$ cat src/rtl/dbg_pkg.sv
// dbg_pkg: shared state encodings, framing bytes and stream-length helper
// for the debug dump engine.
package dbg_pkg;

  typedef logic [3:0] state_t;

  localparam state_t ST_IDLE  = 4'd0;
  localparam state_t ST_SYNC  = 4'd1;
  localparam state_t ST_RADDR = 4'd2;
  localparam state_t ST_RCAP  = 4'd3;
  localparam state_t ST_RSEND = 4'd4;
  localparam state_t ST_MADDR = 4'd5;
  localparam state_t ST_MCAP  = 4'd6;
  localparam state_t ST_MSEND = 4'd7;
  localparam state_t ST_TAIL  = 4'd8;
  localparam state_t ST_DONE  = 4'd9;

  localparam logic [7:0] DEF_SYNC_BYTE = 8'hA5;
  localparam logic [7:0] DEF_END_BYTE  = 8'h5A;

  // Bytes in one complete frame: header, register records, memory records, trailer.
  function automatic int unsigned stream_len(input int unsigned n,
                                             input int unsigned regs,
                                             input int unsigned mem_words);
    return 2 + regs * (n / 8) + mem_words * 4;
  endfunction

endpackage

$ cat src/rtl/dbg_shift.sv
// dbg_shift: N-bit load / shift-left-by-8 register with a bytes-remaining
// counter. The top byte is always the next byte to send.
module dbg_shift
  import dbg_pkg::*;
#(
  parameter int N  = 64,
  parameter int CW = $clog2(N / 8 + 1)
) (
  input  logic          clk,
  input  logic          reset,
  input  logic          load,
  input  logic [N-1:0]  load_data,
  input  logic [CW-1:0] load_cnt,
  input  logic          shift,
  output logic [7:0]    byte_out,
  output logic          last
);

  logic [N-1:0]  sh;
  logic [CW-1:0] cnt;

  // Load a fresh record, or consume the top byte on each transfer.
  always_ff @(posedge clk or negedge reset) begin
    if (!reset) begin
      sh  <= '0;
      cnt <= '0;
    end else if (load) begin
      sh  <= load_data;
      cnt <= load_cnt;
    end else if (shift) begin
      sh  <= {sh[N-9:0], 8'h00};
      if (cnt != '0) cnt <= cnt - 1'b1;
    end
  end

  assign byte_out = sh[N-1:N-8];
  assign last     = (cnt == CW'(1));

endmodule

$ cat src/rtl/dbg_dump.sv
// dbg_dump: walks the register-file and memory inspection ports after a
// start pulse and streams a framed byte dump over valid/ready.
//
// state | meaning
// IDLE  | waiting for start
// SYNC  | presenting header byte
// RADDR | checka driven, register value settling
// RCAP  | register value captured into shift register
// RSEND | sending register record, MSB byte first
// MADDR | checkma driven, memory word settling
// MCAP  | memory word captured left-aligned
// MSEND | sending memory record, MSB byte first
// TAIL  | presenting trailer byte
// DONE  | one-cycle completion pulse
module dbg_dump
  import dbg_pkg::*;
#(
  parameter int         N         = 64,
  parameter int         REGS      = 32,
  parameter int         MEM_WORDS = 256,
  parameter logic [7:0] SYNC_BYTE = DEF_SYNC_BYTE,
  parameter logic [7:0] END_BYTE  = DEF_END_BYTE
) (
  input  logic         clk,
  input  logic         reset,
  input  logic         start,
  output logic         busy,
  output logic         done,
  output logic [4:0]   checka,
  input  logic [N-1:0] check,
  output logic [7:0]   checkma,
  input  logic [31:0]  checkm,
  output logic [7:0]   out_data,
  output logic         out_valid,
  input  logic         out_ready
);

  localparam int          CW    = $clog2(N / 8 + 1);
  localparam logic [CW-1:0] RCNT = CW'(N / 8);
  localparam logic [CW-1:0] MCNT = CW'(4);
  localparam logic [4:0]  RLAST = 5'(REGS - 1);
  localparam logic [7:0]  MLAST = 8'(MEM_WORDS - 1);

  state_t        state, state_nx;
  logic [4:0]    ridx;
  logic [7:0]    midx;
  logic          xfer;
  logic          sh_load;
  logic          sh_shift;
  logic [N-1:0]  sh_data;
  logic [N-1:0]  mword;
  logic [CW-1:0] sh_cnt;
  logic [7:0]    sh_byte;
  logic          sh_last;

  assign xfer = out_valid & out_ready;

  // Memory word is placed in the top 32 bits so its MSB leaves first.
  assign mword    = N'(checkm) << (N - 32);
  assign sh_load  = (state == ST_RCAP) || (state == ST_MCAP);
  assign sh_data  = (state == ST_MCAP) ? mword : check;
  assign sh_cnt   = (state == ST_MCAP) ? MCNT : RCNT;
  assign sh_shift = ((state == ST_RSEND) || (state == ST_MSEND)) && xfer;

  dbg_shift #(.N(N), .CW(CW)) u_shift (
    .clk       (clk),
    .reset     (reset),
    .load      (sh_load),
    .load_data (sh_data),
    .load_cnt  (sh_cnt),
    .shift     (sh_shift),
    .byte_out  (sh_byte),
    .last      (sh_last)
  );

  // Next-state decode.
  always_comb begin
    state_nx = state;
    case (state)
      ST_IDLE:  if (start) state_nx = ST_SYNC;
      ST_SYNC:  if (xfer) state_nx = ST_RADDR;
      ST_RADDR: state_nx = ST_RCAP;
      ST_RCAP:  state_nx = ST_RSEND;
      ST_RSEND: if (xfer && sh_last) state_nx = (ridx == RLAST) ? ST_MADDR : ST_RADDR;
      ST_MADDR: state_nx = ST_MCAP;
      ST_MCAP:  state_nx = ST_MSEND;
      ST_MSEND: if (xfer && sh_last) state_nx = (midx == MLAST) ? ST_TAIL : ST_MADDR;
      ST_TAIL:  if (xfer) state_nx = ST_DONE;
      ST_DONE:  state_nx = ST_IDLE;
      default:  state_nx = ST_IDLE;
    endcase
  end

  // State register and record index counters; indices hold when unused.
  always_ff @(posedge clk or negedge reset) begin
    if (!reset) begin
      state <= ST_IDLE;
      ridx  <= '0;
      midx  <= '0;
    end else begin
      state <= state_nx;
      if (state == ST_IDLE && start) ridx <= '0;
      if (state == ST_RSEND && xfer && sh_last) begin
        if (ridx == RLAST) midx <= '0;
        else               ridx <= ridx + 1'b1;
      end
      if (state == ST_MSEND && xfer && sh_last && midx != MLAST) midx <= midx + 1'b1;
    end
  end

  // Byte presented to the transmitter, decoded from state.
  always_comb begin
    out_valid = 1'b0;
    out_data  = 8'h00;
    case (state)
      ST_SYNC:  begin out_valid = 1'b1; out_data = SYNC_BYTE; end
      ST_RSEND: begin out_valid = 1'b1; out_data = sh_byte;   end
      ST_MSEND: begin out_valid = 1'b1; out_data = sh_byte;   end
      ST_TAIL:  begin out_valid = 1'b1; out_data = END_BYTE;  end
      default:  ;
    endcase
  end

  assign busy    = (state != ST_IDLE) && (state != ST_DONE);
  assign done    = (state == ST_DONE);
  assign checka  = ridx;
  assign checkma = midx;

endmodule

$ cat config.mk
export PLATFORM = sky130hd
export DESIGN_NAME = dbg_dump
export DESIGN_NICKNAME = d
export VERILOG_FILES = /design/src/rtl/dbg_pkg.sv /design/src/rtl/dbg_shift.sv /design/src/rtl/dbg_dump.sv
export SDC_FILE = /design/constraint.sdc
export NUM_CORES = 1
export LEC_CHECK = 0
export CAP_MARGIN = 20
export CORE_MARGIN = 2
export CORE_UTILIZATION = 50
export CTS_CLUSTER_DIAMETER = 60
export CTS_CLUSTER_SIZE = 12
export DETAILED_ROUTE_END_ITERATION = 10
export PLACE_DENSITY = 0.81
export SLEW_MARGIN = 20
export SYNTH_ARGS = -nofsm -noshare
export SYNTH_HDL_FRONTEND = slang
export SYNTH_SLANG_ARGS = --single-unit
$ cat constraint.sdc
create_clock -name clk -period 2.4 [get_ports clk]
set_input_delay 0.48 -clock clk [delete_from_list [all_inputs] [get_ports clk]]
set_output_delay 0.48 -clock clk [all_outputs]
set_load 0.02 [all_outputs]
# ---- Word level (Yosys, flattened, before mapping)
# Cells that the tools add are included.
dict set report totals {
  ff_bits 85
  in_bits 100
  out_inout_bits 24
  elab_cells 74
}
dict set report op_classes {
  bitwise_logic 1
  add_sub_neg 3
  muxes 23
  n_eq_ne 19
  reduce_logical 23
}
# cell n
set op_table {}
lappend op_table {{$mux 64} 3}
lappend op_table {{$mux 4} 10}
lappend op_table {{$pmux 4 s9} 1}
lappend op_table {{$mux 8} 3}
lappend op_table {{$pmux 8 s3} 1}
lappend op_table {{$eq 4x3->1 const B} 4}
lappend op_table {{$mux 5} 3}
lappend op_table {{$logic_and 1x1->1} 9}
lappend op_table {{$add 8x1->8 const B} 1}
lappend op_table {{$eq 4x1->1 const B} 2}
lappend op_table {{$eq 4x2->1 const B} 2}
lappend op_table {{$eq 4x4->1 const B} 2}
lappend op_table {{$eq 8x8->1 const B} 1}
lappend op_table {{$ne 2x2->1 const B} 4}
lappend op_table {{$ne 8x8->1 const B} 1}
lappend op_table {{$reduce_bool 2->1} 4}
lappend op_table {{$reduce_bool 4->1} 2}
lappend op_table {{$add 5x1->5 const B} 1}
lappend op_table {{$eq 5x5->1 const B} 1}
lappend op_table {{$reduce_and 5->1} 1}
lappend op_table {{$logic_not 4->1} 1}
lappend op_table {{$ne 4x4->1 const B} 1}
lappend op_table {{$reduce_and 2->1} 2}
lappend op_table {{$reduce_or 4->1} 1}
lappend op_table {{other kinds (7)} 8}

# ---- Longest topological paths before layout
# Gate-level depths: netlist of run 1.
dict set report depth {
  depth_word 9
  depth_mapped 7
  mapped_depth_nobuf 6
}

# ---- Hierarchy
# Synthesis of run 1 repeated with hierarchy kept, for this count alone.
dict set report unflattened {
  hier_cells 552
  area_unflattened_um2 5168.7
}
# module seq_area_each_um2 cells_each instances area_per_inst_um2
set by_module_without_submodules {}
lappend by_module_without_submodules {dbg_shift 1701.6 317 1 3224.3}
lappend by_module_without_submodules {dbg_dump 425.4 235 1 1944.4}

# ---- Least setup slack after synthesis of run 1
# No wires, ideal clock.
dict set report synth_path {
  path_kind {reg2reg}
  startpoint {reg ridx[0] (netlist: checka[0])}
  endpoint {reg ridx[3] (netlist: checka[3])}
  setup_time_ps 118
  n_path_buf 0
  path_stages_with_launch 7
  required_ps 2282
  arrival_time_ps 2001
  slack_ps 281
  synth_period_minus_slack_ps 2119
  cell_sequence {dfrtp_1 > ha_1 > and3_1 > ha_1 > nor4b_4 > mux2_1 > a21o_1}
}
dict set report synth_via {
  elab_chain_cells 3
  elab_cells_between_ends 4
  classes_between {add/sub (1); eq/ne (1); mux (2)}
}
# item line
set synth_rtl {}
lappend synth_rtl {{start, declared} dbg_dump.sv:45} ;# logic [4:0] ridx;
lappend synth_rtl {{start signal, assigned} dbg_dump.sv:105} ;# else ridx <= ridx + 1'b1;
lappend synth_rtl {{$add 5x1->5 / $eq 5x5->1 (equally long branches)} {dbg_dump.sv:105, dbg_dump.sv:104}}
lappend synth_rtl {{$mux 5 (*)} dbg_dump.sv:104} ;# if (ridx == RLAST) midx <= '0;
lappend synth_rtl {{$mux 5 (*)} dbg_dump.sv:103} ;# if (state == ST_RSEND && xfer && sh_last) begin
# Mark *: on every way between the ends. The rest lies on a longest branch, timed or not.
# A chain may end at the register's enable or synchronous reset.

# ---- Worst setup path after layout of run 1
dict set report layout_path {
  startpoint {reg state[3]}
  endpoint {out busy}
}
dict set report layout_via {
  elab_chain_cells 2
  elab_cells_between_ends 3
  classes_between {eq/ne (1); reduce/logical (2)}
}
# item line
set layout_rtl {}
lappend layout_rtl {{start, declared} dbg_dump.sv:44} ;# state_t state, state_nx;
lappend layout_rtl {{start signal, assigned} dbg_dump.sv:101} ;# state <= state_nx;
lappend layout_rtl {{$ne 4x4->1 / $reduce_bool 4->1 (equally long branches)} dbg_dump.sv:124} ;# assign busy = (state != ST_IDLE) && (state != ST_DONE);
lappend layout_rtl {{$logic_and 1x1->1 (*)} dbg_dump.sv:124}
lappend layout_rtl {{end, declared} dbg_dump.sv:27} ;# output logic busy,
# Marks and branches as above.

==> results_dict.tcl, run 1 <==
set metrics [dict create \
    slew_headroom_pct 63.1 \
    endpoint_kind "primary output" \
    drt-met1-wl_mm 5.02 \
    syn-num-nets 588 \
    place_area_sq_um 6290 \
    dpl_worst_slack_ns 0.164 \
    netlist-cell-type-count 57 \
    ant_nets 0 \
    yosys_warnings 0 \
    wl_met3_microns 665 \
    p_leak_nw 2.66 \
    dp_hpwl_mm 8.29 \
    synthMuxAreaShare_pct 20.4 \
    cp.required_ns 1.92 \
    rows 36 \
    synth_common_cells "85 x dfrtp_1, 79 x nand2_1, 59 x mux2i_1" \
    grt_usage_pct 21.6 \
    hold_viol 0 \
    rsz0062_at_grt "false" \
    synthAdderAreaFrac_pct 1.54 \
    layout_min_cycle_time_ns 2.27 \
    wl_mm 11.4 \
    synthFlopType "dfrtp_1" \
    htree_levels 3 \
    antenna_found_initial 0 \
    synthXorXnorAreaFrac_pct 0.539 \
    dr.pass1.iters 4 \
    fin_nets 710 \
    crit_arrival_ns 1.79 \
    synth_compound_area_share_pct 15.6 \
    wl_per_cell_microns 15.4 \
    synth_top_family_by_area "multiplexers" \
    switching_power_mw 2.38 \
    synth_enable_flop_cells 0 \
    instances_no_fill 742 \
    drt_iter0_drc 277 \
    p_seq_share_pct 33.9 \
    syn_area_sq_um 4880 \
    whs_ns 0.111 \
    min_path_type "primary input to asynchronous set/reset pin" \
    yosysSeqAreaShare_pct 43.6 \
    status "complete, no violations" \
    power_density_nw_per_um2 949 \
    design_area_sq_um 6550 \
    routabilityCongestion 0.917 \
    grt_pass1_vias 3875 \
    routed-wl-met2_mm 5.59 \
    syn_area_per_cell_sq_um 10.1 \
    critPathSlowestCell "clkdlybuf4s50_1" \
    cts_buffers 9 \
    cts_hold_buf 0 \
    cap_violations 0 \
    drive_gt1_share_pct 14.9 \
    synth_top_area_cell "dfrtp_1" \
    worst_path_largest_cell_delay_ns 0.60 \
    p_int_mw 3.83 \
    criticalPathCategory "flip-flop to primary output" \
    core_sq_um 9640 \
    design.portCount 124 \
    finalSetupViolCount 0 \
    cts.reportedPaths.clkPinSlew_ns 0.09 \
    syn2layout_area_growth_pct 34.2 \
    report.final.slew_viol_count 0 \
    drc 0 \
    ys_top_cells_by_area "dfrtp_1 44%, mux2i_1 12%, mux2_2 7.2%" \
    cts_tree "built" \
    grt_first_pass_wirelength_mm 18.0 \
    syn_inst 482 \
    startpoint_type "flip-flop" \
    crit_chain "buf_4, xnor2_1, nand2_1, clkdlybuf4s50_1" \
    die_area_sq_um 10600 \
    dieWidth_microns 103 \
    setup_tns_ns 0 \
    crit_fanout 10 \
    fp.dieH_microns 103 \
    synth_seq_cells 85 \
    yosys.area.top_type_share_pct 43.6 \
    clock_latency_ns 0.35 \
    timing.fmax_mhz 441 \
    dp_cells 726 \
    overflow 0 \
    async_reset_ff_share_pct 100 \
    postLayoutSetupSlackWorst_ns 0.132 \
    swShare_pct 38.4 \
    diodes 0 \
    clock_path_buffers 2 \
    n_fill_cell 782 \
    ir_drop_mv 0.458 \
    fin_worst_skew_ns 0.0100 \
    total_power_mw 6.21 \
    cts.sinks 85 \
    vias 4031 \
    start_util_pct 50.6 \
    yosys.cell_count.top_type "dfrtp_1" \
    p_comb_share_pct 47.6 \
    port_buffers 123 \
    fin_util_pct 67.9 \
    top_layer "met4" \
    cts_root_buf "clkbuf_8" \
    vias_per_cell 5.43 \
    grt_max_degree 57 \
    clock_power_share_pct 18.4 \
    post-route-period-util_pct 94.5 \
    tightest_slew_ns 0.554 \
    yosys.area_share.simple_pct 13.1 \
]
## metal layers
layer / global-route usage, % / up-vias
met3: 3.73 / 12
met2: 36.1 / 112
met4: 6.68 / 0
li1: - / 1987
met1: 28.9 / 1920
met5: 0 / -
## cell type report
cell class	instances	area, sq um	area share, %
clock inverter	6	93.8	1.43
clock buffer	10	138	2.10
multi-input combinational	354	2530	38.6
tap	133	166	2.54
inverter	9	33.8	0.516
sequential	85	2130	32.5
timing repair buffer	145	1460	22.2
## critical path, delay by kind of cell, from the launching register on
| kind | cells | cell delay [ns] |
|---|---|---|
| xor gates and xnor gates | 1 | 0.12 |
| and+or+nand+nor | 1 | 0.08 |
| buffers and inverters | 2 | 0.79 |
| DFF | 1 | 0.47 |
## sequential cells by signal, indices dropped and copies added (netlist names)
signal	count
u_shift.sh	64
checkma	8
checka	5
state	4
u_shift.cnt	4
## power groups by stage
stage	logic, mW	registers, mW	clock network (mW)
final	2.96	2.11	1.15
after floorplan	2.08	2.08	0
after CTS	2.97	2.10	1.17
after detailed placement	2.98	2.13	0
after global placement	2.91	2.10	0
after global routing	3.25	2.15	1.23
## path summary, 6_finish.rpt
| path | startpoint | end | slack (ns) | depth (start not counted) |
|---|---|---|---|---|
| setup / recovery | state[3] | busy | 0.13 | 4 |
| hold / removal | reset | checka[3] | 0.11 | 1 |
| setup reg to reg | checka[0] | checka[3] | 0.31 | 6 |
| hold reg to reg | u_shift.sh[16] | u_shift.sh[16] | 0.48 | 2 |
| max in group asynchronous | reset | u_shift.sh[18] | 1.61 | 2 |
| min in group clk | u_shift.sh[16] | u_shift.sh[16] | 0.48 | 2 |
## logic make-up after synthesis
group           count (synthesis)
compound gates                118
buf+inv                        43
flops                          85
xor+xnor                        3
mux                            94
fa+ha+maj                       6
simple gates                  133
## placed cells by master, fill, tap and decap left out, types with 3 or more instances in the layout
cell,count
nand4_1,3
nor2b_1,3
dlymetal6s2s_1,3
clkdlybuf4s50_1,112
clkbuf_8,10
nor3_1,4
nor2_2,3
dfrtp_1,83
ha_1,6
dlygate4sd2_1,7
a21oi_1,13
o21ai_1,29
a2bb2oi_1,4
and4bb_2,3
buf_12,5
o31ai_1,24
a22o_1,8
mux2i_1,59
nand2_1,79
nor2_1,14
nand3_1,6
mux2_4,3
buf_4,18
o22ai_1,5
a31oi_1,6
o21ai_0,16
mux2_2,31
inv_1,9
## repair_timing
action                                 4_1_cts  5_1_grt
pin swaps                                    0        0
setup endpoints to repair                   10        4
buffers inserted                             0        0
endpoints found under the hold margin        0        0
gates resized for setup                     11        6
Note: power is estimated with default switching activity, not from simulation.
==> run 2, diff against run 1 <==
--- a/config.mk
+++ b/config.mk
@@ -7,11 +7,13 @@
 export LEC_CHECK = 0
 export CAP_MARGIN = 20
 export CORE_MARGIN = 2
-export CORE_UTILIZATION = 50
+export CORE_UTILIZATION = 55
 export CTS_CLUSTER_DIAMETER = 60
 export CTS_CLUSTER_SIZE = 12
 export DETAILED_ROUTE_END_ITERATION = 10
-export PLACE_DENSITY = 0.81
+export DONT_BUFFER_PORTS = 1
+export GPL_TIMING_DRIVEN = 0
+export PLACE_DENSITY = 0.7
 export SLEW_MARGIN = 20
 export SYNTH_ARGS = -nofsm -noshare
 export SYNTH_HDL_FRONTEND = slang
==> run 2 against run 1 <==
Effect of this change:
- the run now ends with negative hold slack left
- first-iteration DRC count fell by 50%
- global-route usage is 1.2 points higher
- sequential share of layout area up 7.5 points
- critical endpoint is now out_data[0]
- fmax about the same
- count of clock-buffer cells in the layout down 1
- highest routed layer unchanged
==> results_dict.tcl, run 2 (same netlist as run 1, synthesis figures left out) <==
set metrics [dict create \
    grt_first_pass_wirelength_mm 17.6 \
    design.portCount 124 \
    dp_hpwl_mm 7.87 \
    dieWidth_microns 98.2 \
    ant_nets 0 \
    clock_path_buffers 2 \
    ir_drop_mv 0.506 \
    switching_power_mw 2.39 \
    core_sq_um 8680 \
    routabilityCongestion 0.837 \
    final_common_cell "dfrtp_1" \
    fin_nets 601 \
    vias 3601 \
    wl_mm 10.6 \
    place_area_sq_um 5010 \
    drive_gt1_share_pct 20.4 \
    port_buffers 0 \
    grt_pass1_vias 3538 \
    cp_top_family "simple AND/OR/NAND/NOR gates" \
    crit_chain "buf_2, nand2_1, nor2_4, a2bb2oi_1, nor2_2" \
    clock_latency_ns 0.37 \
    cp.required_ns 1.92 \
    cap_violations 0 \
    fp.dieH_microns 98.2 \
    diodes 0 \
    finalSetupViolCount 0 \
    timing.fmax_mhz 441 \
    startpoint_type "flip-flop" \
    clock_power_share_pct 19.9 \
    crit_arrival_ns 1.79 \
    cts.reportedPaths.clkPinSlew_ns 0.09 \
    fin_worst_skew_ns 0.0121 \
    hold_viol 85 \
    p_leak_nw 2.15 \
    cts_root_buf "clkbuf_8" \
    ff_latch_area_sq_um 2130 \
    power_density_nw_per_um2 1110 \
    setup_tns_ns 0 \
    endpoint_kind "primary output" \
    report.final.slew_viol_count 0 \
    cts_buffers 9 \
    min_path_type "primary input to asynchronous set/reset pin" \
    grt_max_degree 86 \
    crit_fanout 10 \
    p_seq_share_pct 36.3 \
    drc 0 \
    post-route-period-util_pct 94.6 \
    dr.pass1.iters 5 \
    largest_reg_flops 64 \
    antenna_found_initial 0 \
    rsz0062_at_grt "true" \
    worst_path_largest_cell_delay_ns 0.44 \
    tightest_slew_ns 0.635 \
    violations "negative hold slack" \
    overflow 0 \
    critPathSlowestCell "dfrtp_2" \
    criticalPathCategory "flip-flop to primary output" \
    p_comb_share_pct 43.8 \
    die_area_sq_um 9640 \
    layout_min_cycle_time_ns 2.27 \
    multi_input_area_sq_um 2550 \
    rows 34 \
    drt_iter0_drc 138 \
    largest_register "u_shift.sh" \
    cts_tree "built" \
    syn2layout_area_growth_pct 8.95 \
    grt_usage_pct 22.8 \
    p_int_mw 3.49 \
    critPathBufInv 1 \
    slew_headroom_pct 57.3 \
    swShare_pct 40.6 \
    vias_per_cell 5.92 \
    status "finished, violations left" \
    start_util_pct 56.2 \
    design_area_sq_um 5310 \
    htree_levels 3 \
    n_fill_cell 730 \
    cts.sinks 85 \
    final_cell_mix "84 x dfrtp_1, 79 x nand2_1, 59 x mux2i_1, 31 x mux2_2, 29 x o21ai_1" \
    whs_ns -0.202 \
    wl_per_cell_microns 17.5 \
    total_power_mw 5.88 \
]
==> run 2: changes by cell type in the layout (fill, tap and decap cells not counted), sizes merged <==
cell / before / now
clkbuf: 10 / 15
clkinv: 1 / 2
buf: 23 / 30
dlymetal6s2s: 3 / 0
dlygate4sd2: 7 / 0
clkdlybuf4s50: 112 / 0
==> run 2: worst register-to-register path, stage by stage (launching register included) <==
cell	delay, ns
dfrtp_1	0.50
ha_1	0.27
and3_1	0.19
ha_1	0.25
nor4b_4	0.38
mux2_1	0.36
a21o_1	0.19
==> run 2: per-stage QoR <==
stage | utilization, % | instances | worst slack, ns
6_report | 61.2 | 608 | 0.130
3_3_place_gp | 57.8 | 590 | 0.143
5_1_grt | 61.2 | 608 | -0.0155
4_1_cts | 60.6 | 606 | 0.0270
3_5_place_dp | 57.8 | 590 | 0.0995
2_1_floorplan | - | 482 | 0.281
==> run 2: power by group through the flow <==
stage	logic [mW]	clock network [mW]	registers, mW
after floorplan	2.08	0	2.08
after CTS	2.55	1.20	2.14
final	2.57	1.17	2.14
after detailed placement	2.53	0	2.17
after global routing	2.86	1.26	2.18
after global placement	2.47	0	2.15
==> run 2: final timing paths <==
check	cells after the start	end	startpoint	slack, ns
min in group clk	1	u_shift.sh[1]	check[1]	0.25
min	0	checka[2]	reset	-0.20
min reg2reg	2	u_shift.sh[26]	u_shift.sh[26]	0.48
max reg2reg	6	checka[3]	checka[0]	0.16
max in group asynchronous	0	u_shift.cnt[0]	reset	2.42
max	5	out_data[0]	state[1]	0.13
==> run 2: layout make-up <==
| class | count | share of cell area [%] |
|---|---|---|
| multi-input combinational | 354 | 47.9 |
| buffer | 33 | 4.07 |
| clock buffer | 9 | 2.33 |
| inverter | 9 | 0.636 |
| sequential | 85 | 40.1 |
| timing repair buffer | 3 | 0.424 |
| tap | 108 | 2.54 |
| clock inverter | 7 | 2.02 |
==> run 2: routing by layer <==
| layer | up-vias | global-route usage [%] | share of wire [%] |
|---|---|---|---|
| li1 | 1774 | - | - |
| met1 | 1697 | 31.9 | 44 |
| met2 | 120 | 35.5 | 47 |
| met3 | 10 | 5.51 | 7.0 |
| met4 | 0 | 7.27 | 1.4 |
| met5 | - | 0 | 0 |
==> run 2: repair_timing <==
item | CTS | global route
setup buffers | 0 | 3
endpoints found under the setup margin | 8 | 9
endpoints found under the hold margin | 85 | 85
gates resized for setup | 5 | 11
pin swaps | 0 | 2
==> variant 1 (settings of run 1) <==
Change the parameter `REGS` from 32 to 16.
--- a/src/rtl/dbg_dump.sv
+++ b/src/rtl/dbg_dump.sv
@@ -18,3 +18,3 @@
   parameter int         N         = 64,
-  parameter int         REGS      = 32,
+  parameter int         REGS      = 16,
   parameter int         MEM_WORDS = 256,
Behaviour: no difference found for any inputs over 10 cycles, from zero or initial values and one cycle with reset low; that may be too few to reach the edited logic, so the function may still have changed.
==> variant 1 against run 1 <==
  * Sequential cell count unchanged
  * Design area increased by 0.96%
  * Synthesized area increased by 1.7%
  * Worst setup slack got worse by 0.036 ns
  * Wire length decreased by 0.90%
  * Clock power increased by 7%
  * Die area increased by 1.7%
  * Power decreased by 15%
  * Clock skew decreased by 0.0013 ns
==> variant 1: results (changes against run 1) <==
yosys:
  synth.avg_cell_area_um2: 10.1  # +0.29%
  synth_nets: 594  # +1.0%
  synth.distinct_cells: 58  # +1.8%
  yosys_warnings: 0  # unchanged
  synth_common_cells: "dfrtp_1, nand2_1, mux2i_1"
  ys_async_sr_fraction_pct: 100  # unchanged
  yosysSeqAreaShare_pct: 42.9  # -0.75 points
  synth_area_leaders: "dfrtp_1, mux2i_1, mux2_2, nand2_1, o31ai_1"
cells_and_area:
  n_fill_cell: 755  # -3.5%
  fin_cells: 741  # -0.13%
  fin_util_pct: 68.2  # +0.33 points
  fin_nets: 708  # -0.28%
  drive_above_1_share_pct: 14.8  # -0.14 points
global_route:
  grt_pass1_wl_um: 19500  # +8.6%
  grt_max_degree: 49  # -14%
  grt_use_met1_pct: 28.3  # -0.65 points
  grt_pass1_vias: 4164  # +7.5%
  grt_usage_pct: 21.9  # +0.35 points
  grt_use_met2_pct: 35.5  # -0.57 points
  met3_usage_pct: 5.48  # +1.7 points
route:
  vias: 4078  # +1.2%
  firstDrtPassIters: 5  # +1
  wl_met1_um: 4900  # -2.4%
  wl_met2_um: 5460  # -2.3%
  met3_length_um: 699  # +5.1%
  post_drt_wl_per_cell_um: 15.3  # -0.77%
  drt_first_iter_violations: 189  # -32%
setup_path:
  cpPeakStageDelay_ns: 0.47  # -0.13 ns
  cp_slowest_cell: "dfrtp_1"
  path_max_fanout: 13  # +3
  cp.arrival_ns: 1.82  # +0.03 ns
  r2r_setup_slack_ns: 0.39  # +0.08 ns
pwr:
  p_leak_nw: 2.63  # -1.2%
  irDropWorstVdd_uv: 396  # -14%
sta:
  fin_crit_sh_pct: 96.0  # +1.5 points
  whs_ns: 0.0895  # -0.0215 ns
  clock_skew_ns: 0.00871  # -0.00130 ns
  worst_pin_slew_ns: 0.586  # +0.0322 ns
outcome:
  status: "finished clean"
place:
  dpl_cell_area_mm2: 0.00635  # +0.93%
  place_inst: 725  # -0.14%
  post-place-ws_ns: 0.112  # -0.0516 ns
  place_hpwl_um: 8260  # -0.40%
  routabilityCongestion: 0.917  # about the same
clock_tree:
  root_buffer: "clkbuf_8"
min_path:
  hp-class: "primary input to async pin"
-- variant 1: worst paths after layout --
| path | from | end |
|---|---|---|
| worst min-delay path | reset | u_shift.sh[1] |
| worst max register to register | state[1] | u_shift.sh[51] |
| worst min register to register | u_shift.sh[29] | u_shift.sh[29] |
| max in group asynchronous | reset | state[0] |
| worst max-delay path | state[3] | out_valid |
| min in group clk | u_shift.sh[29] | u_shift.sh[29] |
-- variant 1: layout make-up --
class                   count  share of cell area [%]
multi-input cells         358                    39.1
clock buffers              11                    2.14
flip-flops and latches     85                    32.2
well taps                 133                    2.52
repair buffers            143                    22.0
inverters                   6                   0.341
clock inverters             5                    1.63
-- variant 1: cell families after synthesis --
logic type | count (synthesis) | share of synthesized area [%]
DFF | 85 | 42.9
and+or+nand+nor | 132 | 13.3
muxes | 93 | 19.8
AOI/OAI and AO/OA | 126 | 16.7
buffers and inverters | 46 | 5.50
adders and majority gates | 5 | 1.26
xor gates and xnor gates | 2 | 0.504
-- variant 1: report_power, final --
group / internal, mW / leakage (nW) / total (mW) / switching [mW]
clock network: 0.724 / 0.124 / 1.23 / 0.508
registers: 1.83 / 1.15 / 2.13 / 0.303
logic: 0.931 / 1.35 / 1.93 / 0.997
-- variant 1: repair_timing --
| action | 4_1_cts | 5_1_grt |
|---|---|---|
| cloned | 0 | 0 |
| endpoints found under the setup margin | 11 | 1 |
| resized for setup | 16 | 1 |
-- variant 1: worst max-delay path: cells and delay by family, from the launching register on --
| kind | cells | cell delay (ns) |
|---|---|---|
| simple gates | 2 | 0.46 |
| buf+inv | 2 | 0.55 |
| flops | 1 | 0.47 |
==> variant 2 (settings of run 1) <==
Made on the original files. Reset style: synchronous (`reset`), changed in 2 clocked blocks.
--- a/src/rtl/dbg_shift.sv
+++ b/src/rtl/dbg_shift.sv
@@ -22,3 +22,3 @@
   // Load a fresh record, or consume the top byte on each transfer.
-  always_ff @(posedge clk or negedge reset) begin
+  always_ff @(posedge clk) begin
     if (!reset) begin
--- a/src/rtl/dbg_dump.sv
+++ b/src/rtl/dbg_dump.sv
@@ -94,3 +94,3 @@
   // State register and record index counters; indices hold when unused.
-  always_ff @(posedge clk or negedge reset) begin
+  always_ff @(posedge clk) begin
     if (!reset) begin
Behaviour: differs if reset is asserted again (counterexample within 4 cycles, from zero or initial values and one cycle with reset low); with reset held inactive, the same outputs for 10 cycles.
==> variant 2 against run 1 <==
  * Worst setup slack got worse by 0.048 ns
  * Wire length is 20% higher
  * Core utilization up 3.0 points
  * Final cell count rose by 3.1%
  * Non-clock buffer count up 11
  * Synthesized area shrank 7.9%
  * Maximum frequency decreased by 2.1%
  * Largest power group unchanged
  * Sequential cell count stayed put
  * Design area decreased by 5.5%
  * Clock skew up 0.0055 ns
  * Power down 8.1%
  * Synthesized cell count up 13%
  * Global-route usage increased by 5.7 points
==> variant 2: results (changes against run 1) <==
outcome:
  status: "finished clean"
sta:
  clock_skew_ns: 0.0155  # +0.00546 ns
  relSlewSlack_pct: 63.7  # +0.66 points
pwr:
  switching_power_mw: 2.29  # -3.9%
  irDropWorstVdd_uv: 674  # +47%
  power_frac_comb_pct: 47.8  # +0.2 points
  swShare_pct: 40.1  # +1.8 points
cells_and_area:
  n_fill_cell: 723  # -7.5%
  multiInputGateArea_mm2: 0.00257  # +1.7%
  seq_share_pct: 27.5  # -5.0 points
  multi_input_cells: 393  # +11%
  drive_above_1_share_pct: 10.4  # -4.6 points
  multi_input_area_share_pct: 41.6  # +3.0 points
  signal_buffers: 156  # +7.6%
  fin_nets: 758  # +6.8%
  buf_share_pct: 25.0  # +2.7 points
floorplanning:
  n_tap_cell: 108  # -19%
yosys:
  yosysSeqAreaShare_pct: 37.9  # -5.7 points
  synth.distinct_cells: 51  # -11%
  synth_area_leaders: "dfxtp_1, a211oi_1, a21oi_1, a222oi_1, clkbuf_1"
  ys_async_sr_fraction_pct: 0  # -100 points
  synth_common_cells: "dfxtp_1, a21oi_1, a211oi_1"
  synth.avg_cell_area_um2: 8.24  # -19%
  synth_nets: 651  # +11%
global_route:
  grt_pass1_vias: 4595  # +19%
  grt_usage_pct: 27.3  # +5.7 points
  grt_use_met2_pct: 44.7  # +8.6 points
  grt_max_degree: 58  # +1.8%
  grt_use_met1_pct: 36.4  # +7.5 points
  grt_pass1_wl_um: 22000  # +22%
setup_path:
  cp.arrival_ns: 1.84  # +0.05 ns
  cpPeakStageDelay_ns: 0.37  # -0.23 ns
  cp_slowest_cell: "dfxtp_1"
  rr_worst_depth: 5  # -1
route:
  wl_met1_um: 5780  # +15%
  wl_met2_um: 6750  # +21%
  firstDrtPassIters: 8  # +4
  post_drt_wl_per_cell_um: 17.9  # +17%
  vias: 4785  # +19%
  drt_first_iter_violations: 491  # +77%
place:
  place_inst: 749  # +3.2%
  post-place-ws_ns: 0.0481  # -0.116 ns
  dpl_cell_area_mm2: 0.00599  # -4.9%
  place_hpwl_um: 9480  # +14%
==> variant 2: cell types whose count changed after synthesis, sizes merged, moves of 17 or more <==
cell and change:
dfrtp -85, dfxtp +85, a21oi +58, mux2i -56
a211oi +50, nand2 -40, clkbuf +39, mux2 -28
o31ai -22, o21ai -21, a222oi +19, a22oi +17
==> variant 2: worst paths after layout <==
path              slack [ns]        endpoint
hold / removal          0.48  u_shift.sh[60]
hold reg to reg         0.48  u_shift.sh[60]
setup / recovery        0.08     out_data[1]
setup reg to reg        0.28      checkma[7]
==> variant 2: logic make-up (layout without fill, tap and decap cells) <==
kind of cell,Yosys count,after routing,synth area share (%)
simple gates,149,149,17.5
fa+ha+maj,6,6,1.67
mux,10,10,2.42
buf+inv,67,179,6.15
compound gates,225,225,33.8
flops,85,85,37.9
xor+xnor,3,3,0.585
==> variant 2: timing repair <==
action                                  4_1_cts  5_1_grt
endpoints found under the setup margin        9        0
hold buffers                                  0        0
resized for setup                            11        0
